## src/rtl/note_seq_pkg.sv

```systemverilog
// Shared types and defaults for the note-address sequencer.
// Holds the playback state encoding and the default beat prescaler length.
package note_seq_pkg;

  typedef enum logic [1:0] {
    ST_IDLE   = 2'd0,
    ST_PLAY   = 2'd1,
    ST_PAUSED = 2'd2,
    ST_DONE   = 2'd3
  } note_state_e;

  // 125 ms per beat at a 100 MHz system clock
  localparam int unsigned DEFAULT_TICK_CYCLES = 32'd12500000;

endpackage

```

## src/rtl/note_sequencer_if.sv

```systemverilog
// Control/ROM/tone-side signal bundle of the note sequencer.
// The master is the control FSM plus note ROM; the slave is the sequencer.
interface note_sequencer_if
  import note_seq_pkg::*;
#(
  parameter int ADDR_W = 8,
  parameter int DUR_W  = 4
);

  // start/pause/stop/loop_en are levels sampled on every clock edge (no
  // handshake); priority is stop > pause > start. rom_dur is a combinational
  // read of the ROM at note_addr. tick and song_done are one-cycle pulses.
  logic              start;
  logic              pause;
  logic              stop;
  logic              loop_en;
  logic [DUR_W-1:0]  rom_dur;
  logic [ADDR_W-1:0] note_addr;
  logic              note_valid;
  logic              tick;
  logic              song_done;
  logic              playing;
  note_state_e       dbg_state;

  modport master (
    output start, pause, stop, loop_en, rom_dur,
    input  note_addr, note_valid, tick, song_done, playing, dbg_state
  );

  modport slave (
    input  start, pause, stop, loop_en, rom_dur,
    output note_addr, note_valid, tick, song_done, playing, dbg_state
  );

endinterface

```

## src/rtl/tick_divider.sv

```systemverilog
// Beat prescaler: counts enabled cycles 0..TICK_CYCLES-1 and pulses tick on
// the last count. Freezes when en is low; clr returns the count to zero.
module tick_divider
  import note_seq_pkg::*;
#(
  parameter int unsigned TICK_CYCLES = DEFAULT_TICK_CYCLES
) (
  input  logic clk,
  input  logic reset_n,
  input  logic en,
  input  logic clr,
  output logic tick
);

  localparam int CNT_W = $clog2(TICK_CYCLES);
  localparam logic [CNT_W-1:0] LAST_CNT = CNT_W'(TICK_CYCLES - 1);

  logic [CNT_W-1:0] tick_cnt;

  always_ff @(posedge clk or negedge reset_n) begin
    if (!reset_n) begin
      tick_cnt <= '0;
    end else if (clr) begin
      tick_cnt <= '0;
    end else if (en) begin
      tick_cnt <= (tick_cnt == LAST_CNT) ? '0 : tick_cnt + 1'b1;
    end
  end

  // Gated by en so a frozen count parked on LAST_CNT never pulses
  assign tick = en && (tick_cnt == LAST_CNT);

endmodule

```

## src/rtl/note_sequencer.sv

```systemverilog
// Note-address sequencer: steps the note-ROM address once per note duration
// (in beats), with start/pause/stop control, end-of-song pulse and looping.
module note_sequencer
  import note_seq_pkg::*;
#(
  parameter int unsigned TICK_CYCLES = DEFAULT_TICK_CYCLES,
  parameter int          ADDR_W      = 8,
  parameter int          SONG_LEN    = 256,
  parameter int          DUR_W       = 4
) (
  input  logic            clk,
  input  logic            reset_n,
  note_sequencer_if.slave bus
);

  localparam logic [ADDR_W-1:0] LAST_ADDR = ADDR_W'(SONG_LEN - 1);

  note_state_e       state_q, state_d;
  logic [DUR_W-1:0]  beat_cnt;
  logic [ADDR_W-1:0] note_addr;
  logic [DUR_W-1:0]  dur_m1;
  logic              tick;
  logic              div_en;
  logic              div_clr;
  logic              note_end;
  logic              at_last;
  logic              song_done;

  // Pause and stop both mask the divider so a pending tick is swallowed
  assign div_en  = (state_q == ST_PLAY) && !bus.stop && !bus.pause;
  assign div_clr = bus.stop || (state_q == ST_IDLE) || (state_q == ST_DONE);

  tick_divider #(
    .TICK_CYCLES(TICK_CYCLES)
  ) u_tick_divider (
    .clk    (clk),
    .reset_n(reset_n),
    .en     (div_en),
    .clr    (div_clr),
    .tick   (tick)
  );

  assign dur_m1   = (bus.rom_dur == '0) ? '0 : bus.rom_dur - 1'b1;
  assign note_end = tick && (beat_cnt == dur_m1);
  assign at_last  = (note_addr == LAST_ADDR);

  always_ff @(posedge clk or negedge reset_n) begin
    if (!reset_n) begin
      state_q <= ST_IDLE;
    end else begin
      state_q <= state_d;
    end
  end

  always_comb begin
    state_d   = state_q;
    song_done = 1'b0;
    unique case (state_q)
      ST_IDLE, ST_DONE: begin
        if (bus.stop) begin
          state_d = ST_IDLE;
        end else if (bus.start && !bus.pause) begin
          state_d = ST_PLAY;
        end
      end
      ST_PLAY: begin
        if (bus.stop) begin
          state_d = ST_IDLE;
        end else if (bus.pause) begin
          state_d = ST_PAUSED;
        end else if (note_end && at_last) begin
          song_done = 1'b1;
          if (!bus.loop_en) begin
            state_d = ST_DONE;
          end
        end
      end
      ST_PAUSED: begin
        if (bus.stop) begin
          state_d = ST_IDLE;
        end else if (bus.start && !bus.pause) begin
          state_d = ST_PLAY;
        end
      end
      default: state_d = ST_IDLE;
    endcase
  end

  // The last note wraps the address to 0, which also serves the DONE case
  always_ff @(posedge clk or negedge reset_n) begin
    if (!reset_n) begin
      beat_cnt  <= '0;
      note_addr <= '0;
    end else if (div_clr) begin
      beat_cnt  <= '0;
      note_addr <= '0;
    end else if (tick) begin
      if (note_end) begin
        beat_cnt  <= '0;
        note_addr <= at_last ? '0 : note_addr + 1'b1;
      end else begin
        beat_cnt <= beat_cnt + 1'b1;
      end
    end
  end

  assign bus.note_addr  = note_addr;
  assign bus.note_valid = (state_q == ST_PLAY) || (state_q == ST_PAUSED);
  assign bus.playing    = (state_q == ST_PLAY);
  assign bus.tick       = tick;
  assign bus.song_done  = song_done;
  assign bus.dbg_state  = state_q;

endmodule

```

## src/flat_wrapper.sv

```systemverilog
// flat-port wrapper written by rule: the top's interface ports become plain ports
module note_sequencer_flat import note_seq_pkg::*;
#(
  parameter int unsigned TICK_CYCLES = DEFAULT_TICK_CYCLES,
  parameter int          ADDR_W      = 8,
  parameter int          SONG_LEN    = 256,
  parameter int          DUR_W       = 4
)
  (clk, reset_n, bus_start, bus_pause, bus_stop, bus_loop_en, bus_rom_dur, bus_note_addr, bus_note_valid, bus_tick, bus_song_done, bus_playing, bus_dbg_state);
  note_sequencer_if #(.ADDR_W(ADDR_W), .DUR_W(DUR_W)) bus_i ();
  input  logic clk;
  input  logic reset_n;
  input wire logic [$bits(bus_i.start)-1:0] bus_start;
  input wire logic [$bits(bus_i.pause)-1:0] bus_pause;
  input wire logic [$bits(bus_i.stop)-1:0] bus_stop;
  input wire logic [$bits(bus_i.loop_en)-1:0] bus_loop_en;
  input wire logic [$bits(bus_i.rom_dur)-1:0] bus_rom_dur;
  output wire logic [$bits(bus_i.note_addr)-1:0] bus_note_addr;
  output wire logic [$bits(bus_i.note_valid)-1:0] bus_note_valid;
  output wire logic [$bits(bus_i.tick)-1:0] bus_tick;
  output wire logic [$bits(bus_i.song_done)-1:0] bus_song_done;
  output wire logic [$bits(bus_i.playing)-1:0] bus_playing;
  output wire logic [$bits(bus_i.dbg_state)-1:0] bus_dbg_state;
  assign bus_i.start = bus_start;
  assign bus_i.pause = bus_pause;
  assign bus_i.stop = bus_stop;
  assign bus_i.loop_en = bus_loop_en;
  assign bus_i.rom_dur = bus_rom_dur;
  assign bus_note_addr = bus_i.note_addr;
  assign bus_note_valid = bus_i.note_valid;
  assign bus_tick = bus_i.tick;
  assign bus_song_done = bus_i.song_done;
  assign bus_playing = bus_i.playing;
  assign bus_dbg_state = bus_i.dbg_state;
  note_sequencer #(.TICK_CYCLES(TICK_CYCLES), .ADDR_W(ADDR_W), .SONG_LEN(SONG_LEN), .DUR_W(DUR_W)) u_core (.clk(clk), .reset_n(reset_n), .bus(bus_i));
endmodule
```

## config.mk

```make
export PLATFORM = sky130hd
export DESIGN_NAME = note_sequencer_flat
export DESIGN_NICKNAME = d
export VERILOG_FILES = /design/src/rtl/note_seq_pkg.sv /design/src/rtl/note_sequencer_if.sv /design/src/rtl/tick_divider.sv /design/src/rtl/note_sequencer.sv /design/src/flat_wrapper.sv
export SDC_FILE = /design/constraint.sdc
export NUM_CORES = 1
export LEC_CHECK = 0
export ABC_AREA = 1
export BUFFER_PORTS_ARGS = -buffer_cell sky130_fd_sc_hd__buf_2
export CORE_MARGIN = 8
export CORE_UTILIZATION = 37
export DETAILED_ROUTE_END_ITERATION = 8
export HOLD_SLACK_MARGIN = 0.03
export PLACE_DENSITY_LB_ADDON = 0.12
export SLEW_MARGIN = 10
export SYNTH_ARGS = -nofsm -noshare
export SYNTH_HDL_FRONTEND = slang
export SYNTH_SLANG_ARGS = --single-unit
```

## constraint.sdc

```tcl
create_clock -name clk -period 1.8 [get_ports clk]
set_input_delay 0 -clock clk [delete_from_list [all_inputs] [get_ports clk]]
set_output_delay 0 -clock clk [all_outputs]
set_load 0.01 [all_outputs]
```

Word level (Yosys, flattened, before mapping) --
Index checks and enable logic that the tools add are counted.
Cells by class: add/sub/neg operators 4, eq/ne operators 9, muxes and demuxes 22, reduce and logical (&&, ||, !) cells 19
Operator list (number):
- 24-bit two-way mux | 3
- 8-bit two-way mux | 4
- 24-bit by 1-bit adder with 24-bit output (second input constant) | 1
- 24-bit == test (second input constant) | 1
- 4-bit two-way mux | 4
- 2-bit two-way mux | 6
- 8-bit by 1-bit adder with 8-bit output (second input constant) | 1
- 8-bit == test (second input constant) | 1
- 1-bit logical AND | 6
- 2-bit nonzero test | 3
- 4-bit by 1-bit adder with 4-bit output (second input constant) | 1
- 2-bit == test (second input constant) | 2
- 4-bit == test | 1
- 4-bit logical NOT | 1
- 1-bit two-way mux | 4
- 4-bit by 3-bit != test with 1-bit output (second input constant) | 1
- 4-bit != test (second input constant) | 1
- 2-bit case mux with 2 select lines | 1
- 4-bit by 1-bit subtractor with 4-bit output (second input constant) | 1
- 1-bit logical OR | 3
- 3-bit by 1-bit != test with 1-bit output (second input constant) | 1
- 3-bit AND reduction | 1
- 3-bit OR reduction | 1
- 2-bit by 1-bit == test with 1-bit output (second input constant) | 1
- other kinds (3) | 4
Storage, ports and cells: register bits after elaboration 38, input bits 10, output and inout bits 14, word-level logic and storage cells 58

Depth between registers and ports, before layout --
Gate-level depths: netlist of the first run.
depth in word-level cells 10, mapped depth 13, mapped depth without buffers 13

Modules after synthesis --
Synthesis of the first run repeated with hierarchy kept, for this count alone.
Second synthesis, totals: cell total of the unflattened synthesis 376, area total of the unflattened synthesis 2611.3 um^2
By module, submodules not included:
- tick_divider | times used 1, cells an instance 244, area each 1595.3 um^2, seq. area each 600.6 um^2
- note_sequencer | times used 1, cells an instance 132, area each 1016.0 um^2, seq. area each 350.3 um^2

Worst setup path after synthesis of the first run --
OpenSTA, ideal clock, no wires.
path type register -> register, start register u_core.state_q[1] (netlist: u_core.bus.dbg_state[1]), end register u_core.state_q[0] (netlist: u_core.bus.dbg_state[0]), library setup time 0.117 ns, arrival time 1.825 ns, required time 1.683 ns, setup slack -0.142 ns, cell stages (with the launch flop) 14, path buffers 0, period minus slack after synthesis 1.942 ns, path through dfrtp_1 > inv_1 > ha_1 > inv_1 > nor2_2 > inv_1 > nor2_1 > nand3_1 > nor2_4 > nand3_2 > nand2_1 > nand2_1 > nand2_1 > nand2_1
Between the ends: cells in the longest elaborated chain, start to end 8, elaborated cells between the ends (all ways) 15, those cells by class eq/ne (6); mux (1); reduce/logical (8)
Ends and longest elaborated chain:
- start, declared | line note_sequencer.sv:18 | note_state_e state_q, state_d;
- start signal, assigned | line note_sequencer.sv:51 | state_q <= state_d;
- 2-bit by 1-bit == test with 1-bit output *
- via bus_playing | line flat_wrapper.sv:22 | output wire logic [$bits(bus_i.playing)-1:0] bus_playing;
- 1-bit logical AND (2 in series) | line note_sequencer.sv:30 | assign div_en = (state_q == ST_PLAY) && !bus.stop && !bus.pause;
- 1-bit logical AND | line tick_divider.sv:31 | assign tick = en && (tick_cnt == LAST_CNT);
- 1-bit logical AND | line note_sequencer.sv:44 | assign note_end = tick && (beat_cnt == dur_m1);
- 1-bit logical AND | line note_sequencer.sv:71 | end else if (note_end && at_last) begin
- 4-bit by 3-bit != test with 1-bit output (no source line)
- 3-bit AND reduction (no source line)
The timed path passes the listed nets; every way through them passes the cells marked *. A chain may end at the register's enable or synchronous reset.

Final worst setup path of the first run --
start register u_core.state_q[1] (netlist: u_core.bus.dbg_state[1]), end register u_core.u_tick_divider.tick_cnt[11]
Between the ends: cells in the longest elaborated chain, start to end 4, elaborated cells between the ends (all ways) 9, those cells by class eq/ne (2); mux (1); reduce/logical (6)
Ends and longest elaborated chain:
- 2-bit by 1-bit == test with 1-bit output / 2-bit logical NOT (equally long branches) | line note_sequencer.sv:30, note_sequencer.sv:31
- 1-bit logical AND / 1-bit logical OR (equally long branches) (2 in series) | line note_sequencer.sv:30, note_sequencer.sv:31
- 2-bit nonzero test (no source line) / 24-bit two-way mux (equally long branches)
- end signal, assigned | line tick_divider.sv:26 | tick_cnt <= (tick_cnt == LAST_CNT) ? '0 : tick_cnt + 1'b1;
- end, declared | line tick_divider.sv:18 | logic [CNT_W-1:0] tick_cnt;
Several ways; a longest one is shown, not always the timed one.

==> results of run 1 <==
-- cells by family after synthesis --
| group | after synthesis | share of synthesized area [%] |
|---|---|---|
| AOI/OAI and AO/OA | 41 | 9.81 |
| xor gates and xnor gates | 13 | 4.40 |
| and+or+nand+nor | 195 | 37.5 |
| DFF | 38 | 36.7 |
| buffers and inverters | 54 | 8.16 |
| adders and majority gates | 7 | 3.38 |
-- synth_stat cells, types with 5 or more instances --
| library cell | number |
|---|---|
| a21oi_1 | 12 |
| dfrtp_1 | 38 |
| ha_1 | 7 |
| inv_1 | 38 |
| inv_2 | 12 |
| nand2_1 | 74 |
| nand2_2 | 6 |
| nand3_1 | 29 |
| nand4_1 | 12 |
| nor2_1 | 37 |
| nor2_4 | 5 |
| nor3_1 | 8 |
| nor4_1 | 8 |
| o21ai_0 | 9 |
| o22ai_1 | 5 |
| xor2_1 | 11 |
-- metrics by stage --
step	cell area [sq um]	power, mW	hold WS [ns]	setup TNS [ns]	setup slack, ns
after detailed placement	3120	1.56	0.104	-0.418	-0.0913
after global placement	3120	1.56	0.0932	-0.236	-0.0534
after global routing	3630	2.61	0.0763	-2.19	-0.205
after floorplan	2610	1.33	-0.296	-0.124	-0.0272
final	3630	2.46	0.0597	-0.319	-0.0824
after CTS	3370	2.27	0.0606	-0.172	-0.0689
-- path summary, 6_finish.rpt --
path | slack [ns] | depth (start not counted) | end
worst max register to register | -0.08 | 13 | u_core.u_tick_divider.tick_cnt[11]
worst max-delay path | -0.08 | 13 | u_core.u_tick_divider.tick_cnt[11]
max in group asynchronous | 0.90 | 3 | u_core.bus.note_addr[3]
min in group asynchronous | 0.30 | 2 | u_core.u_tick_divider.tick_cnt[17]
worst min-delay path | 0.06 | 4 | u_core.bus.dbg_state[0]
worst min register to register | 0.57 | 1 | u_core.u_tick_divider.tick_cnt[18]
-- area by class of cell --
| cell class | instances | area [sq um] |
|---|---|---|
| Multi-Input combinational cell | 256 | 1660 |
| Clock buffer | 7 | 86.3 |
| Inverter | 50 | 193 |
| Fill cell | 651 | 3160 |
| Sequential cell | 38 | 952 |
| Tap cell | 96 | 120 |
| Timing Repair Buffer | 86 | 617 |
| Clock inverter | 1 | 5.00 |
-- layer usage --
layer  up-vias  share of wire, %  global-route usage (%)
met3         7               2.4                    2.86
met5         -                 0                       0
met4         0               1.1                    4.19
li1       1332                 -                       -
met1      1224                49                    20.4
met2        27                47                    24.4
-- tightest hold or removal path, cell delays in order --
cell and delay [ns]:
buf_2 0.13, a21oi_1 0.07, nand3_1 0.08, nand2_1 0.05
-- repair_timing --
action	in CTS	in global routing
hold buffers	1	0
endpoints found under the setup margin	12	34
pin swaps	8	13
endpoints found under the hold margin	30	0
resized for setup	21	43
setup buffers	11	12
-- state kept, by name, summed over array words and instances, names as in the netlist --
register                        flops
u_core.beat_cnt                     4
u_core.u_tick_divider.tick_cnt     24
u_core.bus.note_addr                8
u_core.bus.dbg_state                2
-- power by group --
group / switching (mW) / internal, mW / leakage (nW) / total [mW]
Sequential: 0.0281 / 0.878 / 0.527 / 0.907
Clock: 0.318 / 0.310 / 0.0482 / 0.628
Combinational: 0.506 / 0.420 / 1.07 / 0.925
Total: 0.852 / 1.61 / 1.64 / 2.46
==> summary.md, run 1 <==
• 4 — number of detailed-route iterations in the first pass
• 8 — total setup violations reported at the end of the flow
• 38.1% — starting density of the core
• 534 — non-filler cells in the finished layout
• 0 — Synthesis Warnings
• 0 — Final ANT Viol Nets
• 100% — share of flip-flops with an asynchronous set or reset
• 2590 — vias after detailed routing
• 0.41 ns — max incr delay on CP
• 0 — Overflow after GRT
• flip-flop to flip-flop — Setup Crit Path Kind
• 2 — Bufs on Longest Clock Path
• 32 — pin count of the biggest net entering global routing
• 40.3% — area delta synth->final
• 99.7 um — DIE HEIGHT
• 2590 sq um — Post-Syn Area
• buffers and inverters — CP delay by family, top
• built — clock tree from TritonCTS
• 105% — share of the clock period used by the worst path after layout
• 40 — unique cell type count in the Yosys netlist
• 0.08 ns — clock slew at reported path FFs
• 2 — H-tree levels
• 0 — final hold vios
• 5 — number of buffers created by CTS
• 0 — antenna violations before repair
• 36.7% — proportion of synthesized chip area in sequential cells
• -0.0824 ns — final worst setup slack
• 3 — Max Fanout on Critical Path
• 0 — final routed DRC violation total
• 502 — Placed Cells incl. Taps
• 0 — max-capacitance violation count
• 53.5% — final cell utilization of the core
• dfrtp_1 — library cell with the largest summed area after synthesis
• 99.7 um — Die Width
• bus_pause — Worst Min Path Start
• 30 — num rows
• 1.88 ns — Final Critical Period
• 4.85 — DR vias/cell
• 38 — sinks on the clock net
• 1.99 ns — endpoint required time on the critical path
• finished, violations left — status
• 0.00362 ns — worst clock skew
• 1.64 nW — reported leakage power
• dfrtp_1 37%, nand2_1 11%, nand3_1 5.6% — top area cells in the synthesized netlist
• 570 uV — worst ir drop on vdd
• nand2_1 — most common cell after layout, fill and taps aside
• 23 — total of buffers placed on input and output ports
• 0.729 ns — Tightest Pin Transition
• 5560 um — sum of net half-perimeters after detailed placement
• 51.4% — worst-case headroom to the max-slew limit
• 15.3% — overall global routing resource usage
• 38.8% — share of final-layout standard cells stronger than drive strength 1
• inv_2 > ha_4 > inv_2 > nor2_4 > buf_6 > nor2_4 > buf_6 > nor2_4 > inv_2 > buf_6 > o21ai_4 > nand3_2 > o21a_1 — cells along the critical path
• 6 — WP buf/inv
• true — setup repair after global routing missed its margin
• 9930 sq um — Total Die Area
• 24 — Boundary Pins
• 2.07 ns — endpoint arrival time on the critical path
• flip-flop — sort of element at the end of the critical path
• 13.7 um — Routed wire per std cell
• dfrtp_1 — worst-path cell with the longest stage delay
• negative setup slack — violations in the final reports
• 365 — synthesized netlist net count
• 12300 um — global-route wire length before repair
• 0 — Post-synth EDFFs
• 7330 um — DRT Wirelength
• 348 — cell count after synthesis
• 0.30 ns — clock latency at the later pin of the worst-skew pair
• 454 — Layout Nets
• primary input to flip-flop — path type of the worst min-delay path
• u_core.bus.dbg_state[1] — beginning of the worst register-to-register path
• 38 — flop and latch count out of synthesis
• 36.7% — top-area cell type share of the netlist area
• 2583 — via count of the first global-routing pass
• 0.875 — final weighted congestion of routability-driven global placement
• 0 — Final Max Slew Viols
• 0 — Antenna Diode Count
• 7.44 sq um — Avg Inst Size Synth
• flip-flop — category of the worst setup path launch point
• clkbuf_8 — library cell used as clock root buffer
• 6790 sq um — placeable core region
• 531 MHz — Max Clock Freq
• 65 x nand2_1, 55 x buf_4, 37 x dfrtp_1 — most frequent cells in the layout
• 677 nW/um^2 — Cell Pwr Density
• 152 — Starting DRT DRC Count
• u_core.bus.dbg_state[1] — start point of the critical path
• dfrtp_1 — prevailing post-synth register cell
No activity file was read; power rests on OpenSTA's default activity.
==> run 2: changes to the inputs <==
--- a/config.mk
+++ b/config.mk
@@ -8,10 +8,11 @@
 export ABC_AREA = 1
 export BUFFER_PORTS_ARGS = -buffer_cell sky130_fd_sc_hd__buf_2
 export CORE_MARGIN = 8
-export CORE_UTILIZATION = 37
+export CORE_UTILIZATION = 25
 export DETAILED_ROUTE_END_ITERATION = 8
 export HOLD_SLACK_MARGIN = 0.03
 export PLACE_DENSITY_LB_ADDON = 0.12
+export RECOVER_POWER = 100
 export SLEW_MARGIN = 10
 export SYNTH_ARGS = -nofsm -noshare
 export SYNTH_HDL_FRONTEND = slang
==> run 2 against run 1 <==
The run still ends with negative setup slack left. Highest routed layer unchanged. Via count increased by 0.42%. Critical endpoint is now bus_song_done. Clock power about the same. Die area up 40%.
==> summary.md, run 2 (synthesis gave the netlist of run 1 again) <==
• 2 — Max Fanout on Critical Path
• 5 — number of buffers created by CTS
• 1103 — Layout fillers
• 13100 um — global-route wire length before repair
• 37 — num rows
• 11 — total setup violations reported at the end of the flow
• primary input to flip-flop — path type of the worst min-delay path
• 118 um — Die Width
• 2 — H-tree levels
• 14.6% — fraction of met1 tracks used by global routing
• 25 — pin count of the biggest net entering global routing
• 0 — Antenna Diode Count
• 0 — final routed DRC violation total
• negative setup slack — violations in the final reports
• clkbuf_8 — library cell used as clock root buffer
• finished, violations left — status
• 0.29 ns — clock latency at the later pin of the worst-skew pair
• 1750 sq um — area of combinational cells with multiple inputs
• ha_1 > nand2_1 > nor2_2 > nand2_1 > nor2_1 > nand2_1 > buf_4 > nor3_2 > buf_2 — cells along the critical path
• 103% — share of the clock period used by the worst path after layout
• 10200 sq um — placeable core region
• flip-flop — category of the worst setup path launch point
• 25.4% — starting density of the core
• -0.0559 ns — final worst setup slack
• 5.78% — worst-case headroom to the max-slew limit
• 1.64 nW — reported leakage power
• 0 — Final ANT Viol Nets
• true — setup repair after global routing missed its margin
• 12 — number of cell instances on the worst register-to-register path
• 4 — Cells on Worst Hold Path
• 1.63% — GRT met3 Usage
• 38 — sinks on the clock net
• 23 — total of buffers placed on input and output ports
• 40.2% — share of final-layout standard cells stronger than drive strength 1
• u_core.u_tick_divider.tick_cnt — largest reg by FF count
• 0 — Overflow after GRT
• 37.4% — final cell utilization of the core
• met2 — global route hottest layer
• 6050 um — sum of net half-perimeters after detailed placement
• 1.80 ns — endpoint required time on the critical path
• 0.829 — final weighted congestion of routability-driven global placement
• -0.0422 ns — DP Worst Slack
• 0 — final hold vios
• 118 um — DIE HEIGHT
• dfrtp_1 — worst-path cell with the longest stage delay
• 395 uV — worst ir drop on vdd
• 461 — Layout Nets
• 47.2% — area delta synth->final
• 24 — Boundary Pins
• u_core.u_tick_divider.tick_cnt x24, u_core.bus.note_addr x8, u_core.beat_cnt x4 — largest registers
• nand2_1 — cell occurring most often along the worst timing path
• 2 — Bufs on Longest Clock Path
• 1.41 ns — Tightest Pin Transition
• 0.08 ns — clock slew at reported path FFs
• flip-flop to output pin — Setup Crit Path Kind
• 2601 — vias after detailed routing
• 0.39 ns — max incr delay on CP
• 0 — Final Max Slew Viols
• 135 — Starting DRT DRC Count
• 1.86 ns — Final Critical Period
• 19.1% — met2 GRT Util
• built — clock tree from TritonCTS
• 66 x nand2_1, 55 x buf_4, 36 x dfrtp_1 — most frequent cells in the layout
• 13900 sq um — Total Die Area
• 4.48 — DR vias/cell
• 1.86 ns — endpoint arrival time on the critical path
• 11.4% — overall global routing resource usage
• 539 MHz — Max Clock Freq
• 650 nW/um^2 — Cell Pwr Density
• 0 — max-capacitance violation count
• 4 — number of detailed-route iterations in the first pass
• nand2_1 — most common cell after layout, fill and taps aside
• 2626 — via count of the first global-routing pass
• 7930 um — DRT Wirelength
• output pin — sort of element at the end of the critical path
• 24 — Largest register FFs
• 0 — antenna violations before repair
• 13.6 um — Routed wire per std cell
• 0.00707 ns — worst clock skew
• 953 sq um — total area of sequential cells
-- run 2: changes by cell type in the layout (fill, tap and decap cells not counted), sizes merged --
cell    change
buf         -5
clkinv      +1
nand2       +1
inv         -1
clkbuf     +11
-- run 2: per-layer routing --
layer	part of all wire [%]	wire, um
met5	0	0
met4	1.7	136
met3	2.8	221
met2	46	3680
met1	49	3890
-- run 2: cell type report --
cell class,instances,share of cell area (%)
Tap cell,136,4.46
Sequential cell,38,25.0
Clock buffer,7,2.26
Multi-Input combinational cell,257,45.8
Inverter,50,5.05
Timing Repair Buffer,92,17.3
Clock inverter,1,0.131
-- run 2: final timing paths --
path                                                          from                                 end  slack, ns
worst max-delay path                       u_core.bus.note_addr[0]                       bus_song_done      -0.06
worst min-delay path                                     bus_pause             u_core.bus.dbg_state[0]       0.07
worst max register to register             u_core.bus.dbg_state[1]  u_core.u_tick_divider.tick_cnt[18]      -0.05
worst min register to register  u_core.u_tick_divider.tick_cnt[18]  u_core.u_tick_divider.tick_cnt[18]       0.54
max in group asynchronous                                  reset_n             u_core.bus.dbg_state[0]       0.31
min in group asynchronous                                  reset_n  u_core.u_tick_divider.tick_cnt[20]       0.56
-- run 2: report_power, final --
group / internal [mW] / switching, mW / leakage [nW]
Sequential: 0.878 / 0.0334 / 0.525
Clock: 0.310 / 0.319 / 0.0482
Combinational: 0.418 / 0.522 / 1.07
Total: 1.61 / 0.874 / 1.64
-- run 2: timing repair --
action / 4_1_cts / 5_1_grt
hold endpoints to repair: 23 / 0
endpoints found under the setup margin: 28 / 38
resized for setup: 34 / 50
setup buffers: 13 / 5
hold buffers: 1 / 0
pin swaps: 12 / 12
cloned: 0 / 2
-- run 2: per-stage QoR --
stage / setup TNS [ns] / area [sq um] / power, mW / cells / hold WS (ns)
detailed placement: -0.235 / 3260 / 1.62 / 554 / 0.0405
finish: -0.300 / 3810 / 2.48 / 581 / 0.0719
global placement: 0 / 3260 / 1.63 / 554 / 0.0456
CTS: -0.153 / 3610 / 2.45 / 576 / 0.0643
floorplan: -0.124 / 2610 / 1.33 / 348 / -0.296
global route: -3.15 / 3810 / 2.65 / 581 / 0.0979
-- run 2: worst max-delay path, delay by kind of cell, from the launching register on --
kind	cells	cell delay (ns)
and+or+nand+nor	6	0.66
buffers and inverters	2	0.31
adders and majority gates	1	0.20
DFF	1	0.39
==> run 3: changes to the inputs <==
--- a/config.mk
+++ b/config.mk
@@ -11,8 +11,9 @@
 export CORE_UTILIZATION = 25
 export DETAILED_ROUTE_END_ITERATION = 8
 export HOLD_SLACK_MARGIN = 0.03
-export PLACE_DENSITY_LB_ADDON = 0.12
+export PLACE_DENSITY = 0.41
 export RECOVER_POWER = 100
+export SETUP_SLACK_MARGIN = 0.4
 export SLEW_MARGIN = 10
 export SYNTH_ARGS = -nofsm -noshare
 export SYNTH_HDL_FRONTEND = slang
==> run 3 against run 2 <==
Clock skew barely moved. Non-clock buffer count increased by 4. Wire length rose by 0.21%. Largest power group unchanged. The run still ends with negative setup slack left. Worst hold slack worse by 0.012 ns. Critical path type is now flip-flop to flip-flop.
==> summary.md, run 3 (synthesis gave the netlist of run 1 again) <==
• 24 — Boundary Pins
• 64 x nand2_1, 49 x buf_4, 33 x dfrtp_1 — most frequent cells in the layout
• finished, violations left — status
• 0 — antenna violations before repair
• 24 — Largest register FFs
• 465 — Layout Nets
• 4 — number of detailed-route iterations in the first pass
• 2678 — via count of the first global-routing pass
• nand2_1 — most common cell after layout, fill and taps aside
• u_core.u_tick_divider.tick_cnt — largest reg by FF count
• 45.2% — share of final-layout standard cells stronger than drive strength 1
• 118 um — DIE HEIGHT
• 0 — Overflow after GRT
• 1.71 nW — reported leakage power
• 0.00680 ns — worst clock skew
• 646 nW/um^2 — Cell Pwr Density
• 0.36 ns — max incr delay on CP
• -0.0519 ns — final worst setup slack
• 1.98 ns — endpoint required time on the critical path
• 585 — non-filler cells in the finished layout
• 427 uV — worst ir drop on vdd
• 2.04 ns — endpoint arrival time on the critical path
• 53.1% — area delta synth->final
• 11.2% — overall global routing resource usage
• flip-flop — category of the worst setup path launch point
• 0.810 — final weighted congestion of routability-driven global placement
• 103% — share of the clock period used by the worst path after layout
• 10200 sq um — placeable core region
• 3 — WP buf/inv
• clkbuf_8 — library cell used as clock root buffer
• 13900 sq um — Total Die Area
• 549 — Placed Cells incl. Taps
• dfrtp_1 — worst-path cell with the longest stage delay
• 0.29 ns — clock latency at the later pin of the worst-skew pair
• 39 — pin count of the biggest net entering global routing
• 2 — H-tree levels
• 0 — final hold vios
• 3240 sq um — placed standard-cell area
• 23 — total of buffers placed on input and output ports
• negative setup slack — violations in the final reports
• 107 — Starting DRT DRC Count
• 3970 sq um — post-route cell area
• 0 — Antenna Diode Count
• true — setup repair after global routing missed its margin
• 0 — Final ANT Viol Nets
• 118 um — Die Width
• 0.08 ns — clock slew at reported path FFs
• 540 MHz — Max Clock Freq
• 1.00 ns — Tightest Pin Transition
• 37 — num rows
• built — clock tree from TritonCTS
• 13000 um — global-route wire length before repair
• 4 — Max Fanout on Critical Path
• flip-flop — sort of element at the end of the critical path
• 0 — Final Max Slew Viols
• 25.4% — starting density of the core
• u_core.u_tick_divider.tick_cnt x24, u_core.bus.note_addr x8, u_core.beat_cnt x4 — largest registers
• 0 — final routed DRC violation total
• 5 — number of buffers created by CTS
• 4.51 — DR vias/cell
• 2641 — vias after detailed routing
• ha_2 > nand2_2 > nor2_4 > inv_2 > nor2_4 > nand4_4 > buf_6 > buf_6 > nand2_8 > nand2_8 > o21ai_4 > nand2_2 > o21a_1 — cells along the critical path
• 7950 um — DRT Wirelength
• 2 — Bufs on Longest Clock Path
• -0.228 ns — total negative slack for setup checks
• 13.6 um — Routed wire per std cell
• 9 — total setup violations reported at the end of the flow
• simple AND/OR/NAND/NOR gates — CP delay by family, top
• 0 — max-capacitance violation count
• 38 — sinks on the clock net
• flip-flop to flip-flop — Setup Crit Path Kind
• -0.0251 ns — DP Worst Slack
• 38.9% — final cell utilization of the core
• 5820 um — sum of net half-perimeters after detailed placement
• 33.3% — worst-case headroom to the max-slew limit
• 1082 — Layout fillers
• 1.85 ns — Final Critical Period
• primary input to flip-flop — path type of the worst min-delay path
==> run 3: worst paths after layout <==
| path | start | endpoint | slack (ns) | cells past startpoint |
|---|---|---|---|---|
| max | u_core.u_tick_divider.tick_cnt[0] | u_core.u_tick_divider.tick_cnt[14] | -0.05 | 13 |
| min | bus_pause | u_core.bus.dbg_state[0] | 0.06 | 4 |
| max reg2reg | u_core.u_tick_divider.tick_cnt[0] | u_core.u_tick_divider.tick_cnt[14] | -0.05 | 13 |
| min reg2reg | u_core.u_tick_divider.tick_cnt[18] | u_core.u_tick_divider.tick_cnt[18] | 0.53 | 1 |
| max in group asynchronous | reset_n | u_core.u_tick_divider.tick_cnt[8] | 0.64 | 3 |
| min in group asynchronous | reset_n | u_core.u_tick_divider.tick_cnt[21] | 0.48 | 3 |
==> run 3: layout make-up <==
| type | instances | area, sq um | share of cell area [%] |
|---|---|---|---|
| Clock buffer | 6 | 72.6 | 1.83 |
| Clock inverter | 2 | 10.0 | 0.252 |
| Tap cell | 136 | 170 | 4.29 |
| Multi-Input combinational cell | 257 | 1820 | 45.8 |
| Timing Repair Buffer | 96 | 743 | 18.7 |
| Sequential cell | 38 | 957 | 24.1 |
| Inverter | 50 | 198 | 4.98 |
==> run 3: worst min-delay path, stage by stage <==
cell and delay (ns):
buf_2 0.13, a21oi_1 0.07, nand3_1 0.08, nand2_1 0.05
==> run 3: metrics by stage <==
step | hold slack, ns | total power, mW
final | 0.0594 | 2.56
after global routing | 0.0811 | 2.71
after CTS | 0.0525 | 2.47
after detailed placement | 0.100 | 1.58
after global placement | 0.102 | 1.59
after floorplan | -0.296 | 1.34
==> run 3: what timing repair did <==
item / CTS / global route
setup endpoints to repair: 40 / 40
hold buffers: 1 / 0
resized for setup: 62 / 52
gates cloned: 2 / 0
pin swaps: 19 / 27
buffers inserted: 20 / 5
endpoints found under the hold margin: 38 / 0
==> run 3: power breakdown <==
group | internal [mW] | switching, mW
registers | 0.878 | 0.0306
clock network | 0.269 | 0.323
logic | 0.490 | 0.573
total | 1.64 | 0.926
==> run 3: metal layers <==
metal	vias to the layer above	GRT usage [%]	wire (um)
li1	1353	-	-
met1	1257	14.1	3810
met2	25	19.0	3860
met3	6	1.92	164
met4	0	3.84	119
met5	-	0	0
